`config.mk`:
```
export PLATFORM = sky130hd
export DESIGN_NAME = pc_flag_unit
export DESIGN_NICKNAME = d
export VERILOG_FILES = /design/src/rtl/pc_flag_unit.sv
export SDC_FILE = /design/constraint.sdc
export NUM_CORES = 1
export LEC_CHECK = 0
export ABC_AREA = 1
export CAP_MARGIN = 20
export CORE_UTILIZATION = 50
export CTS_CLUSTER_SIZE = 24
export DETAILED_ROUTE_END_ITERATION = 8
export PLACE_DENSITY = 0.91
export SLEW_MARGIN = 20
export SYNTH_ARGS = -nofsm -noshare
export SYNTH_HDL_FRONTEND = slang
export SYNTH_SLANG_ARGS = --single-unit
```
`constraint.sdc`:
```
create_clock -name clk -period 7.1 [get_ports clk]
set_input_delay 2.13 -clock clk [delete_from_list [all_inputs] [get_ports clk]]
set_output_delay 2.13 -clock clk [all_outputs]
set_load 0.02 [all_outputs]
```
`src/rtl/pc_flag_unit.sv`:
```
// Program counter, condition-code register and sticky halt for the
// single-cycle core: evaluates branch conditions and registers the next PC.
module pc_flag_unit #(
   parameter int              PC_W     = 16,
   parameter int              IMM_W    = 9,
   parameter logic [PC_W-1:0] RESET_PC = '0
) (
   input  logic             clk,
   input  logic             rst,
   input  logic             en,
   input  logic [2:0]       flag_in,
   input  logic [2:0]       flag_we,
   input  logic             is_b,
   input  logic             is_br,
   input  logic [2:0]       cond,
   input  logic [IMM_W-1:0] imm,
   input  logic [PC_W-1:0]  reg_target,
   input  logic             halt_in,
   output logic [PC_W-1:0]  pc,
   output logic [PC_W-1:0]  pc_plus2,
   output logic [2:0]       flags,
   output logic             taken,
   output logic             halted
);

   logic [PC_W-1:0] pc_q, pc_d;
   logic [2:0]      flags_q, flags_d;
   logic            halted_q, halted_d;

   logic            n_f, v_f, z_f;
   logic            cond_true;
   logic [PC_W-1:0] imm_ext;
   logic [PC_W-1:0] b_target;
   logic [PC_W-1:0] next_pc;

   assign n_f = flags_q[0];
   assign v_f = flags_q[1];
   assign z_f = flags_q[2];

   // Conditions see only registered flags; no bypass from flag_in.
   always_comb begin
      cond_true = 1'b0;
      case (cond)
         3'b000:  cond_true = ~z_f;
         3'b001:  cond_true = z_f;
         3'b010:  cond_true = ~z_f & ~n_f;
         3'b011:  cond_true = n_f;
         3'b100:  cond_true = z_f | (~z_f & ~n_f);
         3'b101:  cond_true = n_f | z_f;
         3'b110:  cond_true = v_f;
         default: cond_true = 1'b1;
      endcase
   end

   assign pc_plus2 = pc_q + PC_W'(2);
   assign imm_ext  = {{(PC_W-IMM_W){imm[IMM_W-1]}}, imm};
   assign b_target = pc_plus2 + (imm_ext << 1);
   assign taken    = (is_b | is_br) & cond_true & ~halted_q;

   always_comb begin
      next_pc = pc_plus2;
      if (halted_q | halt_in)
         next_pc = pc_q;
      else if (is_br & taken)
         next_pc = reg_target;
      else if (is_b & taken)
         next_pc = b_target;
   end

   always_comb begin
      pc_d     = pc_q;
      flags_d  = flags_q;
      halted_d = halted_q;
      if (en && !halted_q) begin
         pc_d     = next_pc;
         halted_d = halt_in;
         if (!halt_in)
            flags_d = (flags_q & ~flag_we) | (flag_in & flag_we);
      end
   end

   always_ff @(posedge clk or posedge rst) begin
      if (rst) begin
         pc_q     <= RESET_PC;
         flags_q  <= 3'b000;
         halted_q <= 1'b0;
      end else begin
         pc_q     <= pc_d;
         flags_q  <= flags_d;
         halted_q <= halted_d;
      end
   end

   assign pc     = pc_q;
   assign flags  = flags_q;
   assign halted = halted_q;

endmodule
```
## After elaboration in Yosys (flattened, before gate mapping)

Cells that the tools add are included.

- Register bits: 20
- Input port bits: 40
- Output and inout bits: 37
- Word-level logic and storage cells: 37

- $add $sub $neg: 2
- Eq/ne operators: 6
- Muxes and demuxes: 3
- Bitwise operators: 18
- Reduce and logical (&&, ||, !) cells: 5

Operators with widths:

| cell | number |
|---|---|
| two-way mux 16 bit | 2 |
| adder 16 bit | 1 |
| adder 16 x 2 -> 16 bit, second input constant | 1 |
| == test 3 bit, second input constant | 3 |
| one-hot mux 1 bit (7 select lines) | 1 |
| AND 3 bit | 2 |
| == test 3 x 2 -> 1 bit, second input constant | 2 |
| AND 1 bit | 5 |
| NOT 1 bit | 5 |
| OR 1 bit | 4 |
| AND reduction 2 bit | 2 |
| == test 3 x 1 -> 1 bit, second input constant | 1 |
| logical NOT 3 bit | 1 |
| NOT 3 bit | 1 |
| OR 3 bit | 1 |
| logical AND 1 bit | 1 |
| logical NOT 1 bit | 1 |

## Logic depth before layout (Yosys ltp)

Gate-level depths: netlist of the first run.

- Depth in word-level cells: 9
- Gate-level depth with buffers: 19
- Mapped depth without buffers: 19

## Least setup slack after synthesis of the first run

Ideal clock, no wire load.

- Path type: input -> output
- From: input port cond[2]
- To: output port taken
- Data arrival time: 2.622 ns
- Data required time: 4.970 ns
- Setup slack: 2.348 ns
- Stages on the path: 6
- Buffers on the path: 0
- Cell sequence: nand2_1 nand2_1 nand2_1 a21oi_2 nand2_1 inv_2

- Cells in the longest elaborated chain, start to end: 4
- Elaborated cells between the ends (all ways): 10

Ends and longest elaborated chain:

| element | line | RTL |
|---|---|---|
| start: declaration | 15 | `input logic [2:0] cond,` |
| == test 3 bit, or another cell as far along | 43 | `case (cond)` |
| one-hot mux 1 bit (7 select lines) (*) | 43 |  |
| AND 1 bit (*) (2 in series) | 58 | `assign taken = (is_b \| is_br) & cond_true & ~halted_q;` |
| end: declaration | 22 | `output logic taken,` |

Mark *: on every way between the ends. The rest lies on a longest branch, timed or not.

## Worst setup path in the final report of the first run

- From: input port cond[1]
- To: output port taken

The elaborated chain is that of the path after synthesis.

==> results of run 1 <==
==> how the worst max path moves through the flow <==
| stage | end | cells after the start | slack, ps | from |
|---|---|---|---|---|
| 2_1_floorplan | taken | 6 | 2350 | cond[2] |
| 3_3_place_gp | taken | 8 | 1240 | cond[1] |
| 3_5_place_dp | taken | 8 | 1160 | cond[1] |
| 4_1_cts | taken | 8 | 1160 | cond[1] |
| 5_1_grt | taken | 8 | 1050 | cond[1] |
| 6_report | taken | 8 | 1160 | cond[1] |
==> worst register-to-register path: cells and delay by family, from the launching register on <==
family | cells | cell delay (ps)
adders and majority gates | 2 | 600
DFF | 1 | 420
and+or+nand+nor | 9 | 870
AOI/OAI and AO/OA | 2 | 430
xor gates and xnor gates | 1 | 410
==> power by group through the flow <==
stage	Combinational, mW	Clock (mW)	Sequential [mW]
floorplan	0.0561	0	0.126
global placement	0.104	0	0.123
detailed placement	0.107	0	0.123
CTS	0.107	0.0773	0.121
global route	0.119	0.0820	0.121
finish	0.108	0.0763	0.121
==> layout make-up <==
type                            instances  area [sq um]  share of cell area (%)
Clock buffer                            3          41.3                    1.31
Sequential cell                        20           500                    15.9
Tap cell                               52          65.1                    2.07
Inverter                               55           206                    6.57
Timing Repair Buffer                   77           768                    24.5
Multi-Input combinational cell        294          1560                    49.6
==> metal layers <==
metal | global-route usage [%] | vias up | part of all wire [%]
met3 | 5.38 | 12 | 5.5
met5 | 0 | - | 0
li1 | - | 1350 | -
met4 | 7.56 | 0 | 1.5
met2 | 45.9 | 107 | 49
met1 | 34.6 | 1223 | 44
==> cell usage after synthesis (all sizes together) (3+ instances only) <==
cell,count
nand2,129
inv,55
nor2,40
nand3,35
a21oi,23
dfrtp,20
ha,18
o21ai,13
nand4,8
xor2,8
buf,4
xnor2,4
a21boi,3
nor3,3
o211ai,3
==> cells by family after synthesis <==
kind of cell / Yosys count / synth area share, %
simple gates: 216 / 40.5
xor+xnor: 12 / 4.57
compound gates: 46 / 11.6
buf+inv: 60 / 10.5
fa+ha+maj: 19 / 10.7
mux: 1 / 0.489
flops: 20 / 21.8
==> run_results.csv, run 1 <==
group,metric,value,unit
outcome,status,"finished, final reports clean",
setup_path,worst_r2r_path_depth,14,
drt,drt_iter0_drc,233,
setup_path,end_kind,"output pin",
synthesis,netlist.area_leader.share,21.8,%
synthesis,synthCells,374,
setup_path,path_cells,"clkdlybuf4s50_1 > nor2_1 > nand2_1 > nand2_1 > a21oi_2 > nand2_1 > inv_2 > clkdlybuf4s50_1",
cts,cts_buffer_depth,2,
cts,tritoncts,"done",
synthesis,synth_top_area_cell,"dfrtp_1",
synthesis,synth_fp_nets,433,
setup_path,path_class,"input port to output pin",
cts,cts_setup_buffers,0,
global_routing,grt_pass1_wl,10.8,mm
power_and_ir_drop,power.total,0.305,mW
sta,worst_slack,1160,ps
setup_path,worstPathArrival,3810,ps
place,dpl.cell_count,498,
power_and_ir_drop,p_seq_share,39.7,%
place,place_area,3100,sq um
setup_path,critPathMaxStageDelay,600,ps
drt,drt_pre_antenna_iters,5,
sta,max_freq,0.168,GHz
setup_path,critPathRequiredTime,4970,ps
cts,clk_latency,260,ps
die,dieHeight,69.8,um
cts,path_clk_slew,80,ps
synthesis,ys_ff_latch,20,
sta,worst_hold_slack,562,ps
synthesis,seq_area_frac_synth,21.8,%
power_and_ir_drop,irDropWorstVdd,0.0000838,V
layout,layout-drive-gt1-share,4.45,%
setup_path,cp_max_fo,4,
global_routing,grt_max_degree,21,
layout,utilization,71.6,%
layout,area_growth,36.5,%
setup_path,cp_common_cell,"nand2_1",
sta,rsz0062_at_grt,"no",
synthesis,synth_warnings,0,
synthesis,synthDistinctLibCells,32,
setup_path,rr_endpoint,"pc[14]$_DFFE_PP0P_",
place,dp_hpwl,5.04,mm
power_and_ir_drop,switching_power,0.0983,mW
sta,final-max-slew-violation-count,0,
drt,drc,0,
drt,route.vias.total,2692,
die,core_area,4380,sq um
setup_path,critPathBufInv,3,
layout,finalNonFillerCells,501,
min_path,hold_end,"pc[0]$_DFFE_PP0P_",
power_and_ir_drop,power_frac_clock,25.0,%
layout,fin_nets,510,
synthesis,ys_top_cells_by_area,"dfrtp_1 (22%), nand2_1 (21%), ha_1 (9.8%)",
die,io_pins,77,
drt,drtAntennaViolNets,0,
sta,fin_skew,4.46,ps
min_path,min_path_type,"flop to flop",
cts,hold_buffers,0,
power_and_ir_drop,switching_share,32.3,%
drt,drt_wl_total,6.43,mm
synthesis,synth_area,2300,sq um
min_path,hp-start,"pc[0]$_DFFE_PP0P_",
die,rows,24,
sta,totalNegativeSetupSlack,0,ps
cts,clkSinkCount,20,
layout,layout_common_cells,"nand2_1 (127), clkdlybuf4s50_1 (76), inv_1 (52), nor2_1 (36), nand3_1 (34)",
global_routing,antenna_found_initial,0,
power_and_ir_drop,powerDensity,97.0,nW/um^2
place,dp_slack,1160,ps
setup_path,regToRegSetupSlack,4270,ps
synthesis,ys_async_sr_fraction,100,%
layout,final_area,3140,sq um
job,max_cap_violations,0,
drt,wl_per_cell,12.8,um
sta,final-setup-viol-count,0,
die,die_area,4880,sq um
power_and_ir_drop,p_leak,1.62,nW
cts,cts_max_level,1,
setup_path,start_kind,"input port",
layout,layout_commonest_cell,"nand2_1",
synthesis,synth_ff_type,"dfrtp_1",
sta,max_slew.worst_pin.slew,798,ps
cts,cts-root-buf,"clkbuf_8",
cts,cts_made_buffers,3,
layout,fillers,366,
synthesis,syn_area_per_cell,6.15,sq um
sta,fin_crit,5940,ps
place,place.gp.congestion,0.921,
sta,relSlewSlack,46.7,%
global_routing,grt_usage,27.0,%
place,port_buffers,76,
setup_path,cp_top_family,"buffers and inverters",
synthesis,synth-edff-count,0,
power_and_ir_drop,power.internal,0.206,mW
global_routing,grt_pass1_vias,2598,
min_path,hold_depth,2,
layout,diodes,0,
die,die_x,69.8,um
sta,hold_viol_final,0,
sta,final_min_period_over_clock_period,83.6,%
cts,ctsResizeCount,0,
setup_path,cpMaxStageDelayCell,"clkdlybuf4s50_1",
die,initial_utilization,52.5,%
power_and_ir_drop,combinationalPowerShare,35.3,%
setup_path,r2r_start,"pc[1]$_DFFE_PP0P_",
drt,vias_per_cell,5.37,
global_routing,gr-total-overflow,0,
(Power assumes the default switching activity.)
==> inputs of run 2 (changes only) <==
Settings changed: CORE_UTILIZATION 50 to 47, PLACE_DENSITY 0.91 to 0.87.
Clock period 7.1 ns to 5.7 ns, I/O delays scaled along.
==> run_results.csv, run 2 (synthesis gave the netlist of run 1 again) <==
group,metric,value,unit
place,dpl.cell_count,513,
setup_path,worst_r2r_path_depth,17,
setup_path,rr_endpoint,"pc[15]$_DFFE_PP0P_",
cts,cts_setup_buffers,0,
setup_path,critPathMaxStageDelay,600,ps
setup_path,regToRegSetupSlack,2840,ps
setup_path,cp_common_cell,"nand2_1",
cts,clk_latency,260,ps
cts,cts_buffer_depth,2,
job,max_cap_violations,0,
cts,ctsResizeCount,0,
cts,tritoncts,"done",
drt,drc,0,
min_path,hp-start,"halted$_DFFE_PP0P_",
drt,route.vias.total,2636,
place,place.gp.congestion,0.871,
global_routing,met3_usage,4.31,%
setup_path,crit_start,"cond[1]",
drt,wl_per_cell,12.6,um
global_routing,antenna_found_initial,0,
layout,layout_common_cells,"nand2_1 (127), clkdlybuf4s50_1 (76), inv_1 (52), nor2_1 (36), nand3_1 (34)",
setup_path,cp_max_fo,4,
sta,max_freq,0.196,GHz
global_routing,grt_usage,26.1,%
sta,final-setup-viol-count,0,
die,initial_utilization,48.7,%
global_routing,grt_max_degree,21,
sta,fin_skew,3.68,ps
layout,area_growth,37.3,%
setup_path,r2r_start,"pc[1]$_DFFE_PP0P_",
drt,drt_pre_antenna_iters,4,
die,die_area,5180,sq um
global_routing,use_met1,32.7,%
die,die_x,72.0,um
layout,layout-drive-gt1-share,4.45,%
power_and_ir_drop,p_leak,1.62,nW
global_routing,grt_pass1_vias,2423,
die,dieHeight,72.0,um
global_routing,gr-total-overflow,0,
die,io_pins,77,
setup_path,critPathCapture,"taken",
drt,drt_iter0_drc,206,
cts,cts_max_level,1,
sta,final_min_period_over_clock_period,89.5,%
drt,vias_per_cell,5.11,
global_routing,grt_pass1_wl,10.7,mm
min_path,min_path_type,"flop to flop",
cts,path_clk_slew,70,ps
layout,fin_nets,510,
outcome,status,"finished, final reports clean",
global_routing,grt_use_met2,46.8,%
sta,final-max-slew-violation-count,0,
cts,hold_buffers,0,
sta,relSlewSlack,43.8,%
drt,drtAntennaViolNets,0,
drt,drt_wl_total,6.50,mm
place,dp_hpwl,5.18,mm
setup_path,cpMaxStageDelayCell,"clkdlybuf4s50_1",
layout,layout_commonest_cell,"nand2_1",
place,port_buffers,76,
sta,fin_crit,5100,ps
setup_path,path_cells,"clkdlybuf4s50_1 > nor2_1 > nand2_1 > nand2_1 > a21oi_2 > nand2_1 > inv_2 > clkdlybuf4s50_1",
die,core_area,4720,sq um
setup_path,end_kind,"output pin",
sta,rsz0062_at_grt,"no",
cts,clkSinkCount,20,
die,rows,25,
layout,diodes,0,
setup_path,worstPathArrival,3390,ps
power_and_ir_drop,irDropWorstVdd,0.000101,V
power_and_ir_drop,powerDensity,120,nW/um^2
cts,cts-root-buf,"clkbuf_8",
sta,totalNegativeSetupSlack,0,ps
global_routing,grt-busiest-layer,"met2",
setup_path,start_kind,"input port",
setup_path,path_class,"input port to output pin",
sta,max_slew.worst_pin.slew,843,ps
setup_path,critPathRequiredTime,3990,ps
layout,finalNonFillerCells,516,
sta,hold_viol_final,0,
cts,cts_made_buffers,3,
==> run 2: cell counts in the layout (fill, tap and decap cells not counted) <==
No cell type changed its count.
==> run 2: layer usage <==
metal	up-vias	part of all wire, %	wire (um)
li1	1347	-	-
met2	92	49	3200
met4	0	2.1	136
met3	12	6.1	396
met5	-	0	0
met1	1185	43	2770
==> run 2: where the power goes <==
| group | internal [mW] | switching (mW) |
|---|---|---|
| registers | 0.146 | 0.00483 |
| clock network | 0.0471 | 0.0479 |
| logic | 0.0644 | 0.0690 |
| total | 0.257 | 0.122 |
==> run 2: area by class of cell <==
cell class / instances / area (sq um)
multi-input cells: 294 / 1560
fillers: 447 / 1560
well taps: 67 / 83.8
repair buffers: 77 / 768
inverters: 55 / 206
flip-flops and latches: 20 / 500
clock buffers: 3 / 41.3
==> run 2: worst min-delay path by stage <==
stage,to,slack [ps],cells past startpoint
after floorplan,flop,620,2
after global placement,pc[0]$_DFFE_PP0P_,520,2
after detailed placement,halted$_DFFE_PP0P_,520,2
after CTS,halted$_DFFE_PP0P_,540,2
after global routing,halted$_DFFE_PP0P_,580,2
final,halted$_DFFE_PP0P_,540,2
==> run 2: metrics by stage <==
stage	util (%)	area [sq um]	worst slack [ps]	power, mW	hold WS [ps]
final	66.9	3160	599	0.379	540
after floorplan	-	2300	1790	0.227	622
after CTS	66.9	3160	596	0.380	538
after global routing	66.9	3160	511	0.402	580
after global placement	66.0	3120	693	0.283	515
after detailed placement	66.0	3120	606	0.285	520
==> run 2: worst max-delay path: cells and delay by family <==
family | cells | cell delay (ps)
compound gates | 1 | 140
simple gates | 4 | 320
buf+inv | 3 | 1220
